$ cat src/rtl/cram_writer.sv
// Z80-side palette RAM (CRAM) write engine: byte-wide register writes build
// 15-bit palette words, which go through a small FIFO and drain into CRAM
// only in cycles granted by the video timing. Also contains a clear sequencer.
// Latency: commit at edge N -> earliest cram_we in the cycle after edge N+1 (needs wslot).
// Backpressure: none towards the Z80; a commit into a full FIFO is dropped and sets ovf.
//
// Ports:
//   clk, rst            clock, synchronous active-high reset
//   zwr_stb/zreg/zdata  Z80 register write (0 index, 1 data low, 2 data high/commit, 3 control)
//   wslot               a CRAM write is permitted at this edge
//   cram_addr/data/we   registered CRAM write port, data = R[14:10] G[9:5] B[4:0]
//   cur_index, autoinc  palette index register and auto-increment enable
//   busy                clear sequence in progress
//   ovf                 sticky: a commit was lost because the FIFO was full
module cram_writer #(
  parameter int DEPTH = 4
) (
  input  logic        clk,
  input  logic        rst,
  input  logic        zwr_stb,
  input  logic [1:0]  zreg,
  input  logic [7:0]  zdata,
  input  logic        wslot,
  output logic [7:0]  cram_addr,
  output logic [14:0] cram_data,
  output logic        cram_we,
  output logic [7:0]  cur_index,
  output logic        autoinc,
  output logic        busy,
  output logic        ovf
);

  localparam int AW = (DEPTH > 1) ? $clog2(DEPTH) : 1;
  localparam int CW = $clog2(DEPTH + 1);

  typedef enum logic [1:0] {
    IDLE,
    DRAIN,
    CLEAR,
    DONE
  } state_t;

  typedef struct packed {
    logic [7:0]  addr;
    logic [14:0] data;
  } entry_t;

  state_t        state;
  entry_t        mem [DEPTH];
  logic [AW-1:0] wr_ptr;
  logic [AW-1:0] rd_ptr;
  logic [CW-1:0] count;
  logic [7:0]    lo_latch;
  logic [7:0]    clr_cnt;

  logic   fifo_full;
  logic   fifo_empty;
  logic   pop;
  logic   push_req;
  logic   push;
  logic   ctrl_wr;
  logic   clr_req;
  entry_t head;
  entry_t push_ent;

  assign fifo_full  = (count == CW'(DEPTH));
  assign fifo_empty = (count == '0);

  // Pops are suspended while the clear sequencer owns the write slots.
  assign pop      = wslot && !fifo_empty && (state != CLEAR);
  assign push_req = zwr_stb && (zreg == 2'd2);
  // A simultaneous pop frees a slot, so a push into a full FIFO still fits.
  assign push     = push_req && (!fifo_full || pop);
  assign ctrl_wr  = zwr_stb && (zreg == 2'd3);
  assign clr_req  = ctrl_wr && zdata[1] && !busy;

  assign head     = mem[rd_ptr];
  assign push_ent = '{addr: cur_index, data: {zdata[6:0], lo_latch}};

  // Storage needs no reset: entries are only read once count says they are valid.
  always_ff @(posedge clk) begin
    if (push) begin
      mem[wr_ptr] <= push_ent;
    end
  end

  always_ff @(posedge clk) begin
    if (rst) begin
      state     <= IDLE;
      wr_ptr    <= '0;
      rd_ptr    <= '0;
      count     <= '0;
      lo_latch  <= '0;
      clr_cnt   <= '0;
      cur_index <= '0;
      autoinc   <= 1'b0;
      busy      <= 1'b0;
      ovf       <= 1'b0;
      cram_addr <= '0;
      cram_data <= '0;
      cram_we   <= 1'b0;
    end else begin
      cram_we <= 1'b0;

      // FIFO drain into CRAM
      if (pop) begin
        cram_we   <= 1'b1;
        cram_addr <= head.addr;
        cram_data <= head.data;
        rd_ptr    <= rd_ptr + AW'(1);
      end
      if (push) begin
        wr_ptr <= wr_ptr + AW'(1);
      end
      case ({push, pop})
        2'b10:   count <= count + CW'(1);
        2'b01:   count <= count - CW'(1);
        default: count <= count;
      endcase

      // Clear sequencer
      case (state)
        IDLE: begin
          if (clr_req) begin
            state <= DRAIN;
            busy  <= 1'b1;
          end
        end
        DRAIN: begin
          // An empty FIFO also means no pop is being issued at this edge.
          if (fifo_empty) begin
            state   <= CLEAR;
            clr_cnt <= '0;
          end
        end
        CLEAR: begin
          if (wslot) begin
            cram_we   <= 1'b1;
            cram_addr <= clr_cnt;
            cram_data <= '0;
            clr_cnt   <= clr_cnt + 8'd1;
            if (clr_cnt == 8'hFF) begin
              state <= DONE;
            end
          end
        end
        DONE: begin
          busy  <= 1'b0;
          state <= IDLE;
        end
        default: state <= IDLE;
      endcase

      // Z80 register writes
      if (zwr_stb) begin
        case (zreg)
          2'd0: cur_index <= zdata;
          2'd1: lo_latch  <= zdata;
          2'd2: begin
            if (push) begin
              if (autoinc) begin
                cur_index <= cur_index + 8'd1;
              end
            end else begin
              ovf <= 1'b1;
            end
          end
          default: begin
            autoinc <= zdata[0];
            if (zdata[2]) begin
              ovf <= 1'b0;
            end
          end
        endcase
      end
    end
  end

endmodule

$ cat config.mk
export PLATFORM = sky130hd
export DESIGN_NAME = cram_writer
export DESIGN_NICKNAME = d
export VERILOG_FILES = /design/src/rtl/cram_writer.sv
export SDC_FILE = /design/constraint.sdc
export NUM_CORES = 1
export LEC_CHECK = 0
export ABC_AREA = 1
export CAP_MARGIN = 20
export CORE_ASPECT_RATIO = 1.4
export CORE_MARGIN = 2
export CORE_UTILIZATION = 46
export DETAILED_ROUTE_END_ITERATION = 7
export PLACE_DENSITY = 0.65
export SETUP_SLACK_MARGIN = 0.15
export SLEW_MARGIN = 20
export SYNTH_ARGS = -nofsm -noshare
export SYNTH_HDL_FRONTEND = slang
export SYNTH_SLANG_ARGS = --single-unit
$ cat constraint.sdc
create_clock -name clk -period 3.6 [get_ports clk]
set_input_delay 0.72 -clock clk [delete_from_list [all_inputs] [get_ports clk]]
set_output_delay 0.72 -clock clk [all_outputs]
set_load 0.05 [all_outputs]
==> results of run 1 <==
==> how the worst max path moves through the flow <==
| stage | from | to | slack, ns | cells past startpoint |
|---|---|---|---|---|
| after floorplan | zwr_stb | mem[0][0] | 0.99 | 5 |
| after global placement | wslot | mem[3][4] | 1.0 | 6 |
| after detailed placement | zreg[1] | cur_index[5] | 0.94 | 10 |
| after CTS | cur_index[4] | cur_index[4] | 1.00 | 1 |
| after global routing | cur_index[4] | cur_index[4] | 0.94 | 1 |
| final | cur_index[4] | cur_index[4] | 1.02 | 1 |
==> power by group <==
| part | switching [mW] | total [mW] | leakage [nW] | internal (mW) |
|---|---|---|---|---|
| Clock | 0.686 | 1.89 | 0.306 | 1.20 |
| Combinational | 1.27 | 1.94 | 1.31 | 0.667 |
| Sequential | 0.129 | 2.19 | 1.35 | 2.06 |
==> stage by stage <==
step	total power, mW	util	cell area [µm²]	hold WS (ns)
CTS	6.06	0.564	7880	0.466
detailed placement	4.18	0.519	7260	0.459
finish	6.01	0.564	7880	0.463
floorplan	3.67	-	6620	0.436
global route	6.31	0.564	7880	0.481
global placement	4.13	0.519	7260	0.453
==> sequential cells by signal, summed over array words and instances (netlist names), named ones only <==
register / flops
mem: 92
cram_data: 15
clr_cnt: 8
cram_addr: 8
cur_index: 8
lo_latch: 8
count: 3
rd_ptr: 2
state: 2
wr_ptr: 2
autoinc: 1
busy: 1
cram_we: 1
ovf: 1
==> kinds of logic (layout without fill, tap and decap cells) <==
group,after synthesis,count (layout)
adder cells (fa/ha/maj),11,11
AO/OA/AOI/OAI,133,133
AND/OR/NAND/NOR,290,290
XOR/XNOR,2,2
flip-flops,154,154
buffers and inverters,79,142
==> metal layers <==
layer | GRT usage | vias up | wire [µm]
met3 | 0.0408 | 23 | 500
met5 | 0 | - | 0
li1 | - | 2367 | -
met1 | 0.214 | 2292 | 5840
met4 | 0.0840 | 0 | 298
met2 | 0.369 | 91 | 7970
==> synthesized netlist by cell type, drive strengths merged <==
library cell / count / area share
a211oi: 1 / 0.0011
a21boi: 1 / 0.0011
a21oi: 32 / 0.025
a31oi: 2 / 0.0019
and3: 1 / 0.0017
buf: 21 / 0.021
clkbuf: 7 / 0.0040
clkinv: 2 / 0.0011
dfxtp: 62 / 0.19
edfxtp: 92 / 0.42
fa: 1 / 0.0030
ha: 10 / 0.019
inv: 49 / 0.028
nand2: 94 / 0.059
nand3: 29 / 0.025
nand3b: 1 / 0.0011
nand4: 5 / 0.0047
nor2: 125 / 0.074
nor3: 1 / 0.00076
nor3b: 16 / 0.026
o211ai: 1 / 0.0011
o21ai: 76 / 0.057
o22ai: 19 / 0.018
o31ai: 1 / 0.0011
or2: 18 / 0.017
xnor2: 2 / 0.0026
==> final cells by class <==
type                    instances  area [µm²]  area share
clock buffers                  21         462      0.0586
clock inverters                11         166      0.0211
inverters                      51         194      0.0246
multi-input cells             436        2260       0.287
flip-flops and latches        154        4000       0.508
well taps                     185         231      0.0294
repair buffers                 59         563      0.0714
==> flow_summary_export.csv, run 1 <==
group,metric,value,unit
placed_design,dp_cells,885,
timing,fmax,387,MHz
placed_design,dp_hpwl,9640,µm
clock_tree,cts-root-buf,"clkbuf_16",
drt,drt_iter0_drc,219,
drt,ant_nets,0,
synthesis,syn-num-nets,694,
timing,maxSlewViolCount,0,
timing,min_period,2.58,ns
clock_tree,cts_buffers,17,
synthesis,synth_xor_area_frac,0.00265,
synthesis,yosysWarnings,0,
global_routing,grt_start_max_net_pins,47,
worst_setup_path,cp_max_fo,11,
finish,diodes,0,
floorplan,die_height,146,µm
drt,vias_per_cell,5.21,
timing,relSlewSlack,0.504,
synthesis,synth_top_family_by_area,"simple AND/OR/NAND/NOR gates",
floorplan,core_area,14000,µm²
finish,nFillCells,1200,
global_routing,grt_pass1_vias,4879,
clock_tree,htreeDepth,4,
run,drv_cap,0,
drt,drtPass1Iterations,4,
worst_setup_path,worstSetupPathType,"flop to output port",
finish,layout.nets,744,
pwr,cellPowerDensity,763,nW/µm²
worst_setup_path,worst_r2r_startpoint,"state[0]",
clock_tree,clock_path_buffers,2,
timing,skew,0.00712,ns
placed_design,pre_cts_slack,0.941,ns
timing,setup_violations,0,
clock_tree,insertion_delay,0.42,ns
worst_setup_path,crit_required,2.88,ns
worst_setup_path,r2r-end,"count[2]",
synthesis,yosys.area_share.simple,0.209,
worst_hold_path,hp-start,"rd_ptr[1]",
global_routing,track_usage,0.198,
timing,worst_slack,1.02,ns
synthesis,synthAdderAreaFrac,0.0219,
worst_setup_path,path_buf_inv,1,
synthesis,avgSynthCellArea,9.89,µm²
synthesis,ys_types,41,
timing,finalHoldViolations,0,
drt,via_count,4773,
synthesis,synth_compound_area_frac,0.107,
clock_tree,ctsResizeCount,0,
finish,area_growth,19.1,%
synthesis,yosysSeqAreaShare,0.605,
floorplan,die-area,15400,µm²
floorplan,initial_core_util,0.474,
worst_hold_path,hold_path.class,"flop to flop",
floorplan,boundaryPins,49,
synthesis,synthesis.area,6620,µm²
timing,fin_tns_setup,0,ns
finish,final_common_cell,"nor2_1",
worst_setup_path,crit_path_start_kind,"flop",
global_routing,antenna_found_initial,0,
finish,stdcell_count,917,
worst_setup_path,slowest_delay,0.88,ns
synthesis,netlist_instances,669,
worst_setup_path,cp-end-kind,"output port",
worst_setup_path,cp_top_family,"buffers and inverters",
worst_setup_path,crit_path_cell_trace,"clkdlybuf4s50_1",
floorplan,fp.dieW,105,µm
drt,detail_route.wl_per_cell,15.9,µm
timing,timing.final.crit_share,0.717,
placed_design,gp_congestion,0.825,
synthesis,yosys-mux-area-fraction,0,
clock_tree,clk_pin_slew,0.06,ns
finish,drive_gt1_frac,0.117,
worst_setup_path,cp_slowest_cell,"clkdlybuf4s50_1",
worst_hold_path,holdPathStages,2,
worst_hold_path,hold_end,"rd_ptr[1]",
drt,drc,0,
global_routing,grt_pass1_wl,23700,µm
global_routing,grt_overflow,0,
clock_tree,clock_sink_count,154,
timing,rsz0062_at_grt,"no",
clock_tree,hold_buffers,0,
pwr,vdd_drop_max,0.608,mV
pwr,leakage,2.97,nW
worst_setup_path,reg2reg_slack,1.36,ns
timing,worst_slew_pin_slew,0.742,ns
run_status,status,"complete, no violations",
worst_setup_path,r2r_cells,11,
drt,wl,14600,µm
placed_design,io_buffers,48,
worst_setup_path,cp_data_arrival_time,1.86,ns
clock_tree,cts_setup_buffers,0,
synthesis,synth_seq_cells,154,
finish,layout_common_cells,"nor2_1, edfxtp_1, nand2_1, o21ai_0, dfxtp_1",
clock_tree,cts_tree,"yes",
floorplan,num_rows,51,
Power figures use the tool's default switching activity.
==> run 2: changes to the inputs <==
- PLACE_DENSITY: 0.65 -> 0.68
- clock period: 3.6 -> 2.37 ns (I/O delays scaled with it)
==> flow_summary_export.csv, run 2 (synthesized netlist as in run 1, its figures left out) <==
group,metric,value,unit
floorplan,boundaryPins,49,
timing,worst_slew_pin_slew,0.527,ns
pwr,vdd_drop_max,0.625,mV
pwr,seqPwrFrac,0.375,
finish,largest_reg_flops,92,
clock_tree,insertion_delay,0.42,ns
pwr,power_frac_comb,0.340,
clock_tree,htreeDepth,4,
placed_design,dp_hpwl,9570,µm
pwr,cellPowerDensity,1110,nW/µm²
worst_setup_path,worst_r2r_startpoint,"state[0]",
worst_setup_path,cp_data_arrival_time,1.61,ns
worst_setup_path,crit_required,1.90,ns
clock_tree,clock_sink_count,154,
worst_setup_path,r2r-end,"count[2]",
clock_tree,clock_path_buffers,2,
drt,drtPass1Iterations,5,
global_routing,grt_overflow,0,
drt,drt_iter0_drc,336,
drt,wl,14200,µm
placed_design,io_buffers,48,
floorplan,core_area,14000,µm²
pwr,switching_share,0.368,
floorplan,num_rows,51,
pwr,total_power,8.80,mW
clock_tree,hold_buffers,0,
floorplan,die_height,146,µm
pwr,power.switching,3.24,mW
placed_design,dp_cells,894,
drt,detail_route.wl_per_cell,15.4,µm
finish,reg_top3,"mem x92, cram_data x15",
clock_tree,cts_tree,"yes",
drt,drc,0,
clock_tree,cts_buffers,17,
run,drv_cap,0,
placed_design,gp_congestion,0.868,
worst_setup_path,path_buf_inv,1,
finish,final_common_cell,"nor2_1",
drt,via_count,4900,
drt,vias_per_cell,5.29,
floorplan,fp.dieW,105,µm
clock_tree,clk_pin_slew,0.07,ns
finish,diodes,0,
worst_setup_path,r2r_cells,11,
global_routing,antenna_found_initial,0,
run_status,status,"complete, no violations",
global_routing,grt_pass1_vias,4898,
finish,layout.nets,753,
worst_setup_path,cp_top_family,"buffers and inverters",
timing,relSlewSlack,0.647,
finish,final_area,7940,µm²
timing,skew,0.00955,ns
timing,fmax,481,MHz
worst_hold_path,hold_path.class,"flop to flop",
finish,layout_common_cells,"nor2_1, edfxtp_1, nand2_1, o21ai_0, dfxtp_1",
timing,min_period,2.08,ns
floorplan,initial_core_util,0.474,
worst_setup_path,crit_path_cell_trace,"clkdlybuf4s50_1",
timing,finalHoldViolations,0,
timing,timing.final.crit_share,0.878,
worst_setup_path,worstSetupPathType,"flop to output port",
timing,setup_violations,0,
clock_tree,cts_setup_buffers,0,
worst_hold_path,hp-start,"ovf",
worst_setup_path,crit_path_start_kind,"flop",
finish,utilization,0.568,
floorplan,die-area,15400,µm²
global_routing,grt_start_max_net_pins,47,
placed_design,placed_cell_area,7390,µm²
worst_setup_path,cp-end-kind,"output port",
timing,rsz0062_at_grt,"no",
finish,drive_gt1_frac,0.132,
pwr,p_int,5.56,mW
worst_setup_path,slowest_delay,0.82,ns
worst_setup_path,reg2reg_slack,0.39,ns
pwr,clockPowerShare,0.284,
global_routing,track_usage,0.195,
drt,ant_nets,0,
worst_hold_path,holdPathStages,2,
timing,hold_slack,0.465,ns
clock_tree,cts-root-buf,"clkbuf_16",
finish,area_growth,19.9,%
worst_hold_path,hold_end,"ovf",
worst_setup_path,cp_slowest_cell,"clkdlybuf4s50_1",
timing,maxSlewViolCount,0,
global_routing,grt_pass1_wl,23400,µm
pwr,leakage,3.00,nW
worst_setup_path,cp_max_fo,3,
finish,stdcell_count,926,
finish,max_flop_register,"mem",
[run 2: power by group through the flow]
stage	clock network, mW	registers (mW)	logic [mW]
floorplan	0	3.96	1.61
global placement	0	3.35	2.93
detailed placement	0	3.36	3.00
CTS	2.54	3.31	3.01
global route	2.65	3.34	3.27
finish	2.50	3.30	2.99
[run 2: what timing repair did]
| action | CTS | global route |
|---|---|---|
| setup endpoints to repair | 5 | 1 |
| hold endpoints to repair | 0 | 0 |
| pin swaps | 0 | 0 |
| gates resized for setup | 5 | 1 |
[run 2: layer usage]
metal / up-vias / part of all wire / global-route usage
li1: 2389 / - / -
met1: 2360 / 0.39 / 0.208
met2: 127 / 0.55 / 0.364
met3: 24 / 0.041 / 0.0466
met4: 0 / 0.023 / 0.0753
met5: - / 0 / 0
[run 2: stage by stage]
| stage | setup TNS, ns | setup WS [ns] |
|---|---|---|
| 2_1_floorplan | -17.74 | -0.193 |
| 3_3_place_gp | 0 | 0.197 |
| 3_5_place_dp | 0 | 0.117 |
| 4_1_cts | 0 | 0.265 |
| 5_1_grt | 0 | 0.237 |
| 6_report | 0 | 0.290 |
[run 2: layout make-up]
| cell class | count | area (µm²) |
|---|---|---|
| clock buffer | 19 | 443 |
| clock inverter | 13 | 111 |
| fill | 1183 | 6040 |
| inverter | 51 | 194 |
| multi-input combinational | 436 | 2270 |
| sequential | 154 | 4000 |
| tap | 185 | 231 |
| timing repair buffer | 68 | 687 |
[run 2: how the worst max path moves through the flow]
| stage | start | to | slack (ns) | cells after the start |
|---|---|---|---|---|
| after floorplan | state[0] | mem[0][0] | -0.19 | 7 |
| after global placement | zreg[0] | count[2] | 0.20 | 9 |
| after detailed placement | wslot | mem[0][4] | 0.12 | 6 |
| after CTS | busy | busy | 0.27 | 1 |
| after global routing | busy | busy | 0.24 | 1 |
| final | busy | busy | 0.29 | 1 |
==> run 3: changes to the inputs <==
- TNS_END_PERCENT: default -> 10
==> flow_summary_export.csv, run 3 (synthesized netlist as in run 1, its figures left out) <==
group,metric,value,unit
timing,worst_slack,0.0946,ns
pwr,clockPowerShare,0.285,
run,drv_cap,0,
finish,max_flop_register,"mem",
run_status,status,"complete, no violations",
finish,ff_latch_area,4000,µm²
finish,largest_reg_flops,92,
clock_tree,hold_buffers,0,
pwr,p_int,5.56,mW
drt,wl,14200,µm
placed_design,placed_cell_area,7390,µm²
worst_setup_path,cp_max_fo,10,
pwr,vdd_drop_max,0.622,mV
worst_setup_path,worstSetupPathType,"flop to output port",
timing,relSlewSlack,0.647,
placed_design,io_buffers,48,
worst_setup_path,cp_slowest_cell,"clkdlybuf4s50_1",
timing,setup_violations,0,
drt,ant_nets,0,
timing,timing.final.crit_share,0.960,
global_routing,antenna_found_initial,0,
clock_tree,cts_setup_buffers,0,
floorplan,die_height,146,µm
timing,rsz0062_at_grt,"yes",
floorplan,num_rows,51,
worst_setup_path,crit_path_cell_trace,"clkdlybuf4s50_1",
global_routing,grt_pass1_vias,4898,
drt,detail_route.wl_per_cell,15.3,µm
worst_hold_path,hold_path.class,"flop to flop",
worst_setup_path,crit_required,1.90,ns
pwr,cellPowerDensity,1110,nW/µm²
clock_tree,clock_sink_count,154,
finish,layout_common_cells,"nor2_1, edfxtp_1, nand2_1, o21ai_0, dfxtp_1",
finish,diodes,0,
clock_tree,clock_path_buffers,2,
worst_setup_path,crit_path_start_kind,"flop",
finish,nFillCells,1179,
finish,reg_top3,"mem x92, cram_data x15",
pwr,leakage,3.01,nW
global_routing,grt_start_max_net_pins,47,
pwr,power_frac_comb,0.340,
timing,skew,0.00882,ns
global_routing,grt_overflow,0,
drt,drt_iter0_drc,326,
finish,area_growth,20.0,%
finish,final_area,7940,µm²
clock_tree,cts_tree,"yes",
placed_design,pre_cts_slack,0.117,ns
pwr,total_power,8.80,mW
timing,min_period,2.28,ns
drt,via_count,4852,
drt,drtPass1Iterations,5,
global_routing,grt_pass1_wl,23400,µm
clock_tree,clk_pin_slew,0.06,ns
timing,finalHoldViolations,0,
floorplan,die-area,15400,µm²
global_routing,track_usage,0.195,
floorplan,fp.dieW,105,µm
pwr,seqPwrFrac,0.375,
pwr,power.switching,3.24,mW
clock_tree,cts_buffers,17,
floorplan,core_area,14000,µm²
finish,layout.nets,753,
floorplan,initial_core_util,0.474,
drt,drc,0,
worst_setup_path,slowest_delay,0.87,ns
timing,worst_slew_pin_slew,0.527,ns
floorplan,boundaryPins,49,
pwr,switching_share,0.368,
timing,maxSlewViolCount,0,
worst_setup_path,cp-end-kind,"output port",
clock_tree,insertion_delay,0.42,ns
drt,vias_per_cell,5.24,
finish,multiInputGateArea,2260,µm²
timing,hold_slack,0.465,ns
finish,drive_gt1_frac,0.131,
finish,final_common_cell,"nor2_1",
clock_tree,htreeDepth,4,
timing,fmax,439,MHz
clock_tree,cts-root-buf,"clkbuf_16",
placed_design,dp_hpwl,9570,µm
worst_setup_path,cp_data_arrival_time,1.80,ns
worst_setup_path,path_buf_inv,1,
placed_design,gp_congestion,0.868,
worst_setup_path,cp_top_family,"buffers and inverters",
==> run 3: changes by cell type in the layout (fill, tap and decap cells not counted) <==
cell and delta:
ha_2 -1, clkdlybuf4s50_1 +3, dlymetal6s2s_1 +1, ha_1 +1
dlygate4sd2_1 -4
==> run 3: timing repair <==
item | CTS | global route
setup endpoints to repair | 5 | 5
gates cloned | 0 | 0
resized for setup | 1 | 1
==> run 3: worst reg2reg max path: stages, from the launching register on <==
cell and delay [ns]:
dfxtp_1 0.37, inv_1 0.09, ha_1 0.34, inv_2 0.17
nand3_4 0.09, inv_4 0.07, nand2_4 0.06, fa_1 0.39
inv_1 0.07, nand4_1 0.12, a21oi_1 0.16, nor2_1 0.06
==> run 3: path summary, 6_finish.rpt <==
kind	startpoint	end	slack, ns	cells past startpoint
max	cur_index[5]	cur_index[5]	0.09	1
min	ovf	ovf	0.46	2
max reg2reg	state[0]	count[2]	0.27	11
min reg2reg	ovf	ovf	0.46	2
==> run 3: final cells by class <==
cell class                      instances  area share
Clock buffer                           19      0.0558
Clock inverter                         13      0.0140
Inverter                               51      0.0244
Multi-Input combinational cell        436       0.285
Sequential cell                       154       0.504
Tap cell                              185      0.0291
Timing Repair Buffer                   68      0.0874
==> run 3: routing by layer <==
metal | GRT usage | vias to the layer above | part of all wire
li1 | - | 2391 | -
met2 | 0.364 | 115 | 0.54
met5 | 0 | - | 0
met1 | 0.208 | 2323 | 0.39
met3 | 0.0466 | 23 | 0.039
met4 | 0.0753 | 0 | 0.024
==> run 3: through the flow <==
stage,utilization,TNS [ns],std cells
2_1_floorplan,-,-17.74,669
3_3_place_gp,0.529,0,894
3_5_place_dp,0.529,0,894
4_1_cts,0.568,0,926
5_1_grt,0.568,0,926
6_report,0.568,0,926
==> run 3: power groups by stage <==
stage	sequential (mW)	combinational [mW]	clock, mW
6_report	3.30	2.99	2.51
5_1_grt	3.34	3.27	2.65
4_1_cts	3.31	3.01	2.54
3_5_place_dp	3.36	3.00	0
3_3_place_gp	3.35	2.93	0
2_1_floorplan	3.96	1.61	0
